$ cat config.mk
export PLATFORM = sky130hd
export DESIGN_NAME = nvme_sq_engine
export DESIGN_NICKNAME = d
export VERILOG_FILES = /design/src/rtl/nvme_sq_engine.sv
export SDC_FILE = /design/constraint.sdc
export NUM_CORES = 1
export LEC_CHECK = 0
export CAP_MARGIN = 20
export CELL_PAD_IN_SITES_DETAIL_PLACEMENT = 1
export CELL_PAD_IN_SITES_GLOBAL_PLACEMENT = 1
export CORE_AREA = 2 2 346 348
export CTS_CLUSTER_DIAMETER = 40
export DETAILED_ROUTE_END_ITERATION = 6
export DIE_AREA = 0 0 348 350
export HOLD_SLACK_MARGIN = 0.06
export PLACE_DENSITY = 0.48
export SETUP_SLACK_MARGIN = 0.1
export SLEW_MARGIN = 40
export SYNTH_ARGS = -nofsm -noshare
export SYNTH_HDL_FRONTEND = slang
export SYNTH_SLANG_ARGS = --single-unit
$ cat constraint.sdc
create_clock -name clk -period 3.3 [get_ports clk]
set_clock_uncertainty 0.1 [all_clocks]
set_input_delay 0.99 -clock clk [delete_from_list [all_inputs] [get_ports clk]]
set_output_delay 0.99 -clock clk [all_outputs]
set_load 0.05 [all_outputs]
$ cat src/rtl/nvme_sq_engine.sv
// rtl/nvme_sq_engine.sv - NVMe submission-queue issuer: SQE build, SQ ring write, tail doorbell, outstanding tracking
//
// Accepts read/write requests, builds a 64-byte SQE, and writes it as a single 512-bit
// AXI beat at SQ_BASE + 64*tail. It then rings the SQ tail doorbell over AXI-Lite and
// tracks the commands that have been submitted but not yet completed.
//
// Ports:
//   clk, rstn                      clock, asynchronous active-low reset
//   cmd_valid/ready/write/slba/nlb/prp  request channel; cmd_cid is the CID given in the accept cycle
//   sq_aw*/sq_w*/sq_b*             AXI4 master, 512b data, single-beat INCR writes into the SQ ring
//   db_aw*/db_w*/db_b*             AXI4-Lite master, 32b tail doorbell write
//   cpl_valid                      one-cycle pulse for each completion consumed on the CQ side
//   outstanding                    commands rung to the controller and not yet completed
//   err                            sticky: non-OKAY bresp on either bus, or a completion while outstanding==0
//
// Build option NVME_SQ_DB_COALESCE_EN: when defined, up to DB_BATCH SQEs may share one
// doorbell write while requests keep arriving back to back. When undefined, every SQE
// gets its own doorbell write and DB_BATCH has no effect.
module nvme_sq_engine #(
    parameter int unsigned      DEPTH    = 16,
    parameter int unsigned      SQ_AW    = 32,
    parameter logic [SQ_AW-1:0] SQ_BASE  = 'h20000,
    parameter int unsigned      DB_AW    = 32,
    parameter logic [DB_AW-1:0] DB_ADDR  = 'h1008,
    parameter logic [31:0]      NSID     = 32'd1,
    parameter int unsigned      DB_BATCH = 4
) (
    input  logic                     clk,
    input  logic                     rstn,
    input  logic                     cmd_valid,
    output logic                     cmd_ready,
    input  logic                     cmd_write,
    input  logic [63:0]              cmd_slba,
    input  logic [15:0]              cmd_nlb,
    input  logic [63:0]              cmd_prp,
    output logic [15:0]              cmd_cid,
    output logic                     sq_awvalid,
    input  logic                     sq_awready,
    output logic [SQ_AW-1:0]         sq_awaddr,
    output logic [7:0]               sq_awlen,
    output logic [2:0]               sq_awsize,
    output logic [1:0]               sq_awburst,
    output logic                     sq_wvalid,
    input  logic                     sq_wready,
    output logic [511:0]             sq_wdata,
    output logic [63:0]              sq_wstrb,
    output logic                     sq_wlast,
    input  logic                     sq_bvalid,
    output logic                     sq_bready,
    input  logic [1:0]               sq_bresp,
    output logic                     db_awvalid,
    input  logic                     db_awready,
    output logic [DB_AW-1:0]         db_awaddr,
    output logic                     db_wvalid,
    input  logic                     db_wready,
    output logic [31:0]              db_wdata,
    output logic [3:0]               db_wstrb,
    input  logic                     db_bvalid,
    output logic                     db_bready,
    input  logic [1:0]               db_bresp,
    input  logic                     cpl_valid,
    output logic [$clog2(DEPTH):0]   outstanding,
    output logic                     err
);
    localparam int unsigned    TW    = $clog2(DEPTH);
    localparam int unsigned    CW    = TW + 1;
    localparam logic [CW-1:0]  CAP   = CW'(DEPTH - 1);
    localparam logic [CW-1:0]  BATCH = CW'(DB_BATCH);
`ifdef NVME_SQ_DB_COALESCE_EN
    localparam bit COALESCE = 1'b1;
`else
    localparam bit COALESCE = 1'b0;
`endif

    typedef enum logic [2:0] {S_IDLE, S_SQW, S_SQB, S_DBW, S_DBB} state_t;

    state_t         state_q;
    logic           alive_q;
    logic [TW-1:0]  tail_q;
    logic [CW-1:0]  unrung_q;
    logic [CW-1:0]  out_q, out_d;
    logic           err_q;
    logic           write_q;
    logic [63:0]    slba_q;
    logic [15:0]    nlb_q;
    logic [63:0]    prp_q;
    logic           sq_awvalid_q, sq_wvalid_q, sq_bready_q;
    logic           db_awvalid_q, db_wvalid_q, db_bready_q;
    logic           cpl_ok, db_b_hs;

    // alive_q keeps cmd_ready low while reset is asserted even though the FSM already sits in IDLE.
    assign cmd_ready   = alive_q && (state_q == S_IDLE) && ((out_q + unrung_q) < CAP);
    assign cmd_cid     = 16'(tail_q);
    assign sq_awvalid  = sq_awvalid_q;
    assign sq_wvalid   = sq_wvalid_q;
    assign sq_bready   = sq_bready_q;
    assign sq_awaddr   = SQ_BASE + SQ_AW'({tail_q, 6'b0});
    assign sq_awlen    = 8'd0;
    assign sq_awsize   = 3'd6;
    assign sq_awburst  = 2'b01;
    assign sq_wstrb    = '1;
    assign sq_wlast    = 1'b1;
    assign db_awvalid  = db_awvalid_q;
    assign db_wvalid   = db_wvalid_q;
    assign db_bready   = db_bready_q;
    assign db_awaddr   = DB_ADDR;
    assign db_wdata    = 32'(tail_q);
    assign db_wstrb    = 4'hF;
    assign outstanding = out_q;
    assign err         = err_q;

    // SQE image; the CID equals the tail slot, which does not move until the SQ write response.
    always_comb begin
        sq_wdata          = '0;
        sq_wdata[31:0]    = {16'(tail_q), 2'b00, 6'b0, (write_q ? 8'h01 : 8'h02)};
        sq_wdata[63:32]   = NSID;
        sq_wdata[255:192] = prp_q;
        sq_wdata[383:320] = slba_q;
        sq_wdata[415:384] = {16'b0, nlb_q};
    end

    // Doorbell credit and completion debit may land in the same cycle; the debit is
    // judged against the count before the credit, so a completion at zero is an error.
    always_comb begin
        cpl_ok  = cpl_valid && (out_q != '0);
        db_b_hs = (state_q == S_DBB) && db_bvalid && db_bready_q;
        out_d   = out_q + (db_b_hs ? unrung_q : '0) - (cpl_ok ? CW'(1) : '0);
    end

    always_ff @(posedge clk or negedge rstn) begin
        if (!rstn) begin
            state_q      <= S_IDLE;
            alive_q      <= 1'b0;
            tail_q       <= '0;
            unrung_q     <= '0;
            out_q        <= '0;
            err_q        <= 1'b0;
            write_q      <= 1'b0;
            slba_q       <= '0;
            nlb_q        <= '0;
            prp_q        <= '0;
            sq_awvalid_q <= 1'b0;
            sq_wvalid_q  <= 1'b0;
            sq_bready_q  <= 1'b0;
            db_awvalid_q <= 1'b0;
            db_wvalid_q  <= 1'b0;
            db_bready_q  <= 1'b0;
        end else begin
            alive_q <= 1'b1;
            out_q   <= out_d;
            if ((sq_bvalid && sq_bready_q && sq_bresp != 2'b00) ||
                (db_b_hs && db_bresp != 2'b00) ||
                (cpl_valid && out_q == '0)) begin
                err_q <= 1'b1;
            end
            case (state_q)
                S_IDLE: begin
                    if (cmd_valid && cmd_ready) begin
                        write_q      <= cmd_write;
                        slba_q       <= cmd_slba;
                        nlb_q        <= cmd_nlb;
                        prp_q        <= cmd_prp;
                        sq_awvalid_q <= 1'b1;
                        sq_wvalid_q  <= 1'b1;
                        state_q      <= S_SQW;
                    end
                end
                S_SQW: begin
                    if (sq_awready) sq_awvalid_q <= 1'b0;
                    if (sq_wready)  sq_wvalid_q  <= 1'b0;
                    if ((!sq_awvalid_q || sq_awready) && (!sq_wvalid_q || sq_wready)) begin
                        sq_bready_q <= 1'b1;
                        state_q     <= S_SQB;
                    end
                end
                S_SQB: begin
                    if (sq_bvalid) begin
                        sq_bready_q <= 1'b0;
                        tail_q      <= tail_q + TW'(1);
                        unrung_q    <= unrung_q + CW'(1);
                        // Skip the doorbell only while more work is queued behind this SQE
                        // and neither the batch limit nor the ring capacity is reached.
                        if (COALESCE && cmd_valid && ((unrung_q + CW'(1)) < BATCH) &&
                            ((out_q + unrung_q + CW'(1)) < CAP)) begin
                            state_q <= S_IDLE;
                        end else begin
                            db_awvalid_q <= 1'b1;
                            db_wvalid_q  <= 1'b1;
                            state_q      <= S_DBW;
                        end
                    end
                end
                S_DBW: begin
                    if (db_awready) db_awvalid_q <= 1'b0;
                    if (db_wready)  db_wvalid_q  <= 1'b0;
                    if ((!db_awvalid_q || db_awready) && (!db_wvalid_q || db_wready)) begin
                        db_bready_q <= 1'b1;
                        state_q     <= S_DBB;
                    end
                end
                S_DBB: begin
                    if (db_bvalid) begin
                        db_bready_q <= 1'b0;
                        unrung_q    <= '0;
                        state_q     <= S_IDLE;
                    end
                end
                default: state_q <= S_IDLE;
            endcase
        end
    end
endmodule

## Yosys cells after proc, flatten, opt, wreduce, memory -nomap -nowiden

Index checks and enable logic that the tools add are counted.

- Output and inout bits: 719
- Register bits after elaboration: 170
- Bits of input ports: 159

- Add/subtract/negate cells: 6
- Equal/unequal tests: 13
- Reduce and logical (&&, ||, !) cells: 42
- Muxes and demuxes: 28
- $lt $le $gt $ge: 1

Operator list:

| operator | number |
|---|---|
| AND reduction 3 bit | 7 |
| adder 18 x 10 -> 19 bit (first input constant) | 1 |
| != test 2 bit (second input constant) | 8 |
| 2-to-1 mux 3 bit | 5 |
| 2-to-1 mux 5 bit | 3 |
| case mux 3 bit (5 select lines) | 1 |
| nonzero test 2 bit | 7 |
| logical AND 1 bit | 12 |
| case mux 1 bit (2 select lines) | 6 |
| 2-to-1 mux 1 bit | 11 |
| adder 5 bit | 2 |
| case mux 5 bit (2 select lines) | 1 |
| equality test 3 x 2 -> 1 bit (second input constant) | 2 |
| logical OR 1 bit | 6 |
| adder 5 x 1 -> 5 bit (second input constant) | 1 |
| zero test 5 bit | 1 |
| less-than comparator 5 x 4 -> 1 bit (second input constant) | 1 |
| AND reduction 5 bit | 1 |
| nonzero test 5 bit | 1 |
| subtractor 5 x 1 -> 5 bit | 1 |
| adder 4 x 1 -> 4 bit (second input constant) | 1 |
| zero test 1 bit | 4 |
| AND reduction 2 bit | 2 |
| equality test 3 x 1 -> 1 bit (second input constant) | 1 |
| other kinds (4) | 4 |

## Logic depth before layout (Yosys ltp)

- Depth in word-level cells: 6
- Gate-level depth with buffers: 16

## Worst setup path before layout

OpenSTA, ideal clock, no wires.

- Path kind: reg2out
- Start point: register out_q[0], in the netlist outstanding[0]
- End point: output cmd_ready
- Stages on the path, launching flop included: 7
- Slack: -0.107 ns
- Data arrival time: 2.317 ns
- Buffers on the path: 0
- Path through: dfrtp_1 -> ha_1 -> fa_1 -> a21o_1 -> a21oi_1 -> xnor2_1 -> o311a_1

- Word-level cells in the longest chain between the ends: 3

Ends and longest elaborated chain:

| item | line | text |
|---|---|---|
| start: declaration | 81 | `logic [CW-1:0] out_q, out_d;` |
| start signal: assignment | 150 | `out_q <= out_d;` |
| adder 5 bit | 92 | `assign cmd_ready = alive_q && (state_q == S_IDLE) && ((out_q + unrung_q) < CAP);` |
| less-than comparator 5 x 4 -> 1 bit | 92 |  |
| logical AND 1 bit | 92 |  |
| end: declaration | 31 | `output logic cmd_ready,` |

No other way between the ends.

## Final worst setup path

- Start point: register out_q[1], in the netlist outstanding[1]
- End point: output cmd_ready

Same word-level chain as after synthesis.

==> key figures <==
Power and ir drop
  • Power Density: 1072 nW/um^2
  • Leakage power: 7.337 nW
  • Comb pwr share: 0.641
  • VDD IR max: 0.4303 mV
  • NetSw: between 8 and 9 mW
  • PnR Total Power: approximately 17 mW
  • Switching Share: 0.5265
  • Register share of total power: 0.229
  • Pint: 7.885 mW
  • Clock power frac: 0.130

Run status
  • Status: finished with violations
  • Failing checks: negative setup slack

Yosys
  • Most used DFF post-synth: dfrtp_1
  • Mux share of post-synthesis cell area: 0.1800
  • Cell accounting for the most synthesized area: dfrtp_1
  • Share of the synthesized area in the top cell type: 0.3678
  • Synthesized flop and latch total: 170
  • Synth async-reset ratio: 1.000
  • Ys Warns: 0
  • Post-synthesis xor/xnor area fraction: 0.01136
  • Main combinational cell family by area after synthesis: buffers and inverters
  • Netlist cell types: 38
  • Number of synthesized flops with an enable pin: 0
  • Synth Area in Simple Gates: 0.02012
  • Adder-Cell Fraction of Synth Area: 0.01861
  • Gate Count Post-Synth: 1023
  • Count leader, synth: buf_4
  • Area of the mapped netlist: around 12000 sq um
  • Post-synthesis sequential area ratio: 0.3678
  • Most frequent cells after synthesis: buf_4 (557), dfrtp_1 (170), mux2_4 (117), mux2_2 (28), nand2_1 (25)
  • Post-synthesis area per instance: roughly 11 sq um
  • Main area contributors after synthesis: dfrtp_1 (37%), buf_4 (36%), mux2_4 (15%)
  • Synth Area in Compound Gates: 0.01731

GRT
  • First-pass GRT wire length: roughly 45000 um
  • Total global-route track usage: 0.05288
  • Initial antenna violation count: 4
  • Vias in the first global route: 6204
  • Largest net degree at the start of global routing: 63
  • Total gr overflow: 0

Detailed routing
  • DR iter-0 viols: around 160
  • Routed wire length: 34080 um
  • Routed wl met3: 3555 um
  • Via count: between 6000 and 7000
  • Via/cell ratio: 2.215
  • Final ANT Viol Nets: 0
  • WL met2: ~16000 um
  • Uppermost routed layer: met5
  • DRC: 0
  • Initial DRT Pass Iterations: 4
  • Avg WL per Cell: 11.62 um
  • Wire length on met1: 13530 um

Clocking
  • Longest Clk Path Bufs: 2
  • Inserted Clock Buffers: 17
  • Hold-fix buffers, CTS: 0
  • Reg clk slew, reported paths: 0.09 ns
  • Clock Latency Late Sink: 0.51 ns
  • Clock H-tree levels: 4
  • Root Driver: clkbuf_16
  • CTS tree: done
  • CTS sink cnt: between 150 and 200

Timing
  • Worst Slack Setup Final: -0.1164 ns
  • Pins Over Slew Limit: 0
  • Final hold slack: 0.3614 ns
  • Worst slew pin tran: 0.7297 ns
  • RSZ-0062 raised after global routing: true
  • Min Tclk post-route: about 3.4 ns
  • Rel. slew slack: 0.5120
  • Tcrit/Tclk final: 1.035
  • F_max: 292.7 MHz
  • Final hold vios: 0
  • Final setup viols: 1
  • TNS Setup: -0.1164 ns

Floorplan
  • Die ar.: between 100000 and 150000 sq um
  • # rows: 126
  • Die H: 350 um
  • Core area: around 120000 sq um
  • Die width: 348 um
  • Initial Util: 0.09821
  • I/O pin count: just under 900

Critical path
  • Crit path launch: outstanding[1]
  • Reg2reg path depth: 14
  • R2R Path End: outstanding[4]
  • Crit path kind: reg2out
  • Critical Path End Type: output pin
  • Worst Path Required: ~2.2 ns
  • Slowest stage delay, CP: 0.47 ns
  • Worst path slowest cell: dfrtp_2
  • CP cell instances: ha_1, a21o_1, a21oi_2, xor2_2, o311a_4, buf_12
  • Critical path launch point type: flop
  • Critical path data arrival time: 2.33 ns
  • Reg-to-reg slack, setup: 0.32 ns
  • Crit path max fanout: 5
  • CP Capture Point: cmd_ready
  • Origin of the critical flop-to-flop path: outstanding[0]

Placed design
  • Post-DP Area: 14890 sq um
  • Final Wtd Congestion: 0.6848
  • IO buf count: roughly 330
  • Placed insts: ~2900
  • Setup WS pre-CTS: -0.6053 ns
  • HPWL after DPL: 27560 um

Finish
  • Synth-to-Final Area Change: 34.31%
  • Layout Nets: roughly 1600
  • Layout Utilization: 0.1319
  • Final Instance Count excl. Fillers: ~2900
  • Layout cells sized above 1: 0.1679
  • Final instance area: 15530 sq um

Job
  • Max-cap violations: 0

Min path
  • HP Class: in2async
## how the worst min path moves through the flow
stage	startpoint	endpoint	cells past startpoint
6_report	rstn	slba_q[42]	1
5_1_grt	rstn	slba_q[42]	1
4_1_cts	rstn	slba_q[42]	1
3_5_place_dp	err	err	1
3_3_place_gp	err	err	1
2_1_floorplan	state_q[2]	state_q[1]	1
## final cells by class
class,instances,area (sq um)
antenna,3,7.507
tap,1536,1922
fill,13915,102200
multi-input combinational,800,4964
clock buffer,17,425.4
inverter,19,71.32
clock inverter,15,167.7
sequential,170,4257
timing repair buffer,373,3721
## cells in the final DEF, fill, tap and decap left out, types with 4 or more instances in the layout
cell type          n
dfrtp_1          168
inv_6              5
clkbuf_16         17
a21oi_1            6
buf_12             8
buf_4             36
xor2_1             4
inv_8              4
inv_1             19
conb_1           545
mux2_2            28
nor2_1             8
xnor2_1            9
dlygate4sd2_1      5
nand2_1           25
clkdlybuf4s50_1  322
ha_1              13
clkinv_8           4
a21o_1             4
mux2_4           117
o21ai_0            9
## power by group through the flow
stage	clock (mW)	sequential, mW	combinational, mW
2_1_floorplan	0	7.11	4.67
3_5_place_dp	0	3.85	10.7
5_1_grt	2.40	3.98	11.2
4_1_cts	2.36	3.84	10.8
3_3_place_gp	0	3.83	10.7
6_report	2.16	3.82	10.7
## worst max-delay path: cells and delay by family, from the launching register on
family	cells	cell delay [ns]
XOR/XNOR	1	0.12
flip-flops	1	0.47
AO/OA/AOI/OAI	3	0.77
buffers and inverters	1	0.16
adder cells (fa/ha/maj)	1	0.31
## per-layer routing
| layer | global-route usage | vias to the layer above |
|---|---|---|
| met5 | 0 | - |
| li1 | - | 2903 |
| met4 | 0.02041 | 4 |
| met2 | 0.08322 | 439 |
| met1 | 0.06130 | 3125 |
| met3 | 0.02621 | 26 |
## registers in the layout (all words and copies together), names as in the netlist, 3 cells and up
register     count
prp_q           64
slba_q          64
nlb_q           16
outstanding      5
unrung_q         5
tail_q           4
state_q          3
## timing repair
| action | CTS | global route |
|---|---|---|
| pin swaps | 3 | 0 |
| buffers inserted | 1 | 0 |
| endpoints found under the setup margin | 7 | 2 |
| gates resized for setup | 14 | 1 |
## kinds of logic (layout without fill, tap and decap cells)
logic type                 Yosys count  in the layout
buffers and inverters              596            424
DFF                                170            170
muxes                              146            146
and+or+nand+nor                     49             49
AOI/OAI and AO/OA                   29             29
adders and majority gates           16             16
xor gates and xnor gates            15             15
other                                2            548
No activity file was read; power rests on OpenSTA's default activity.
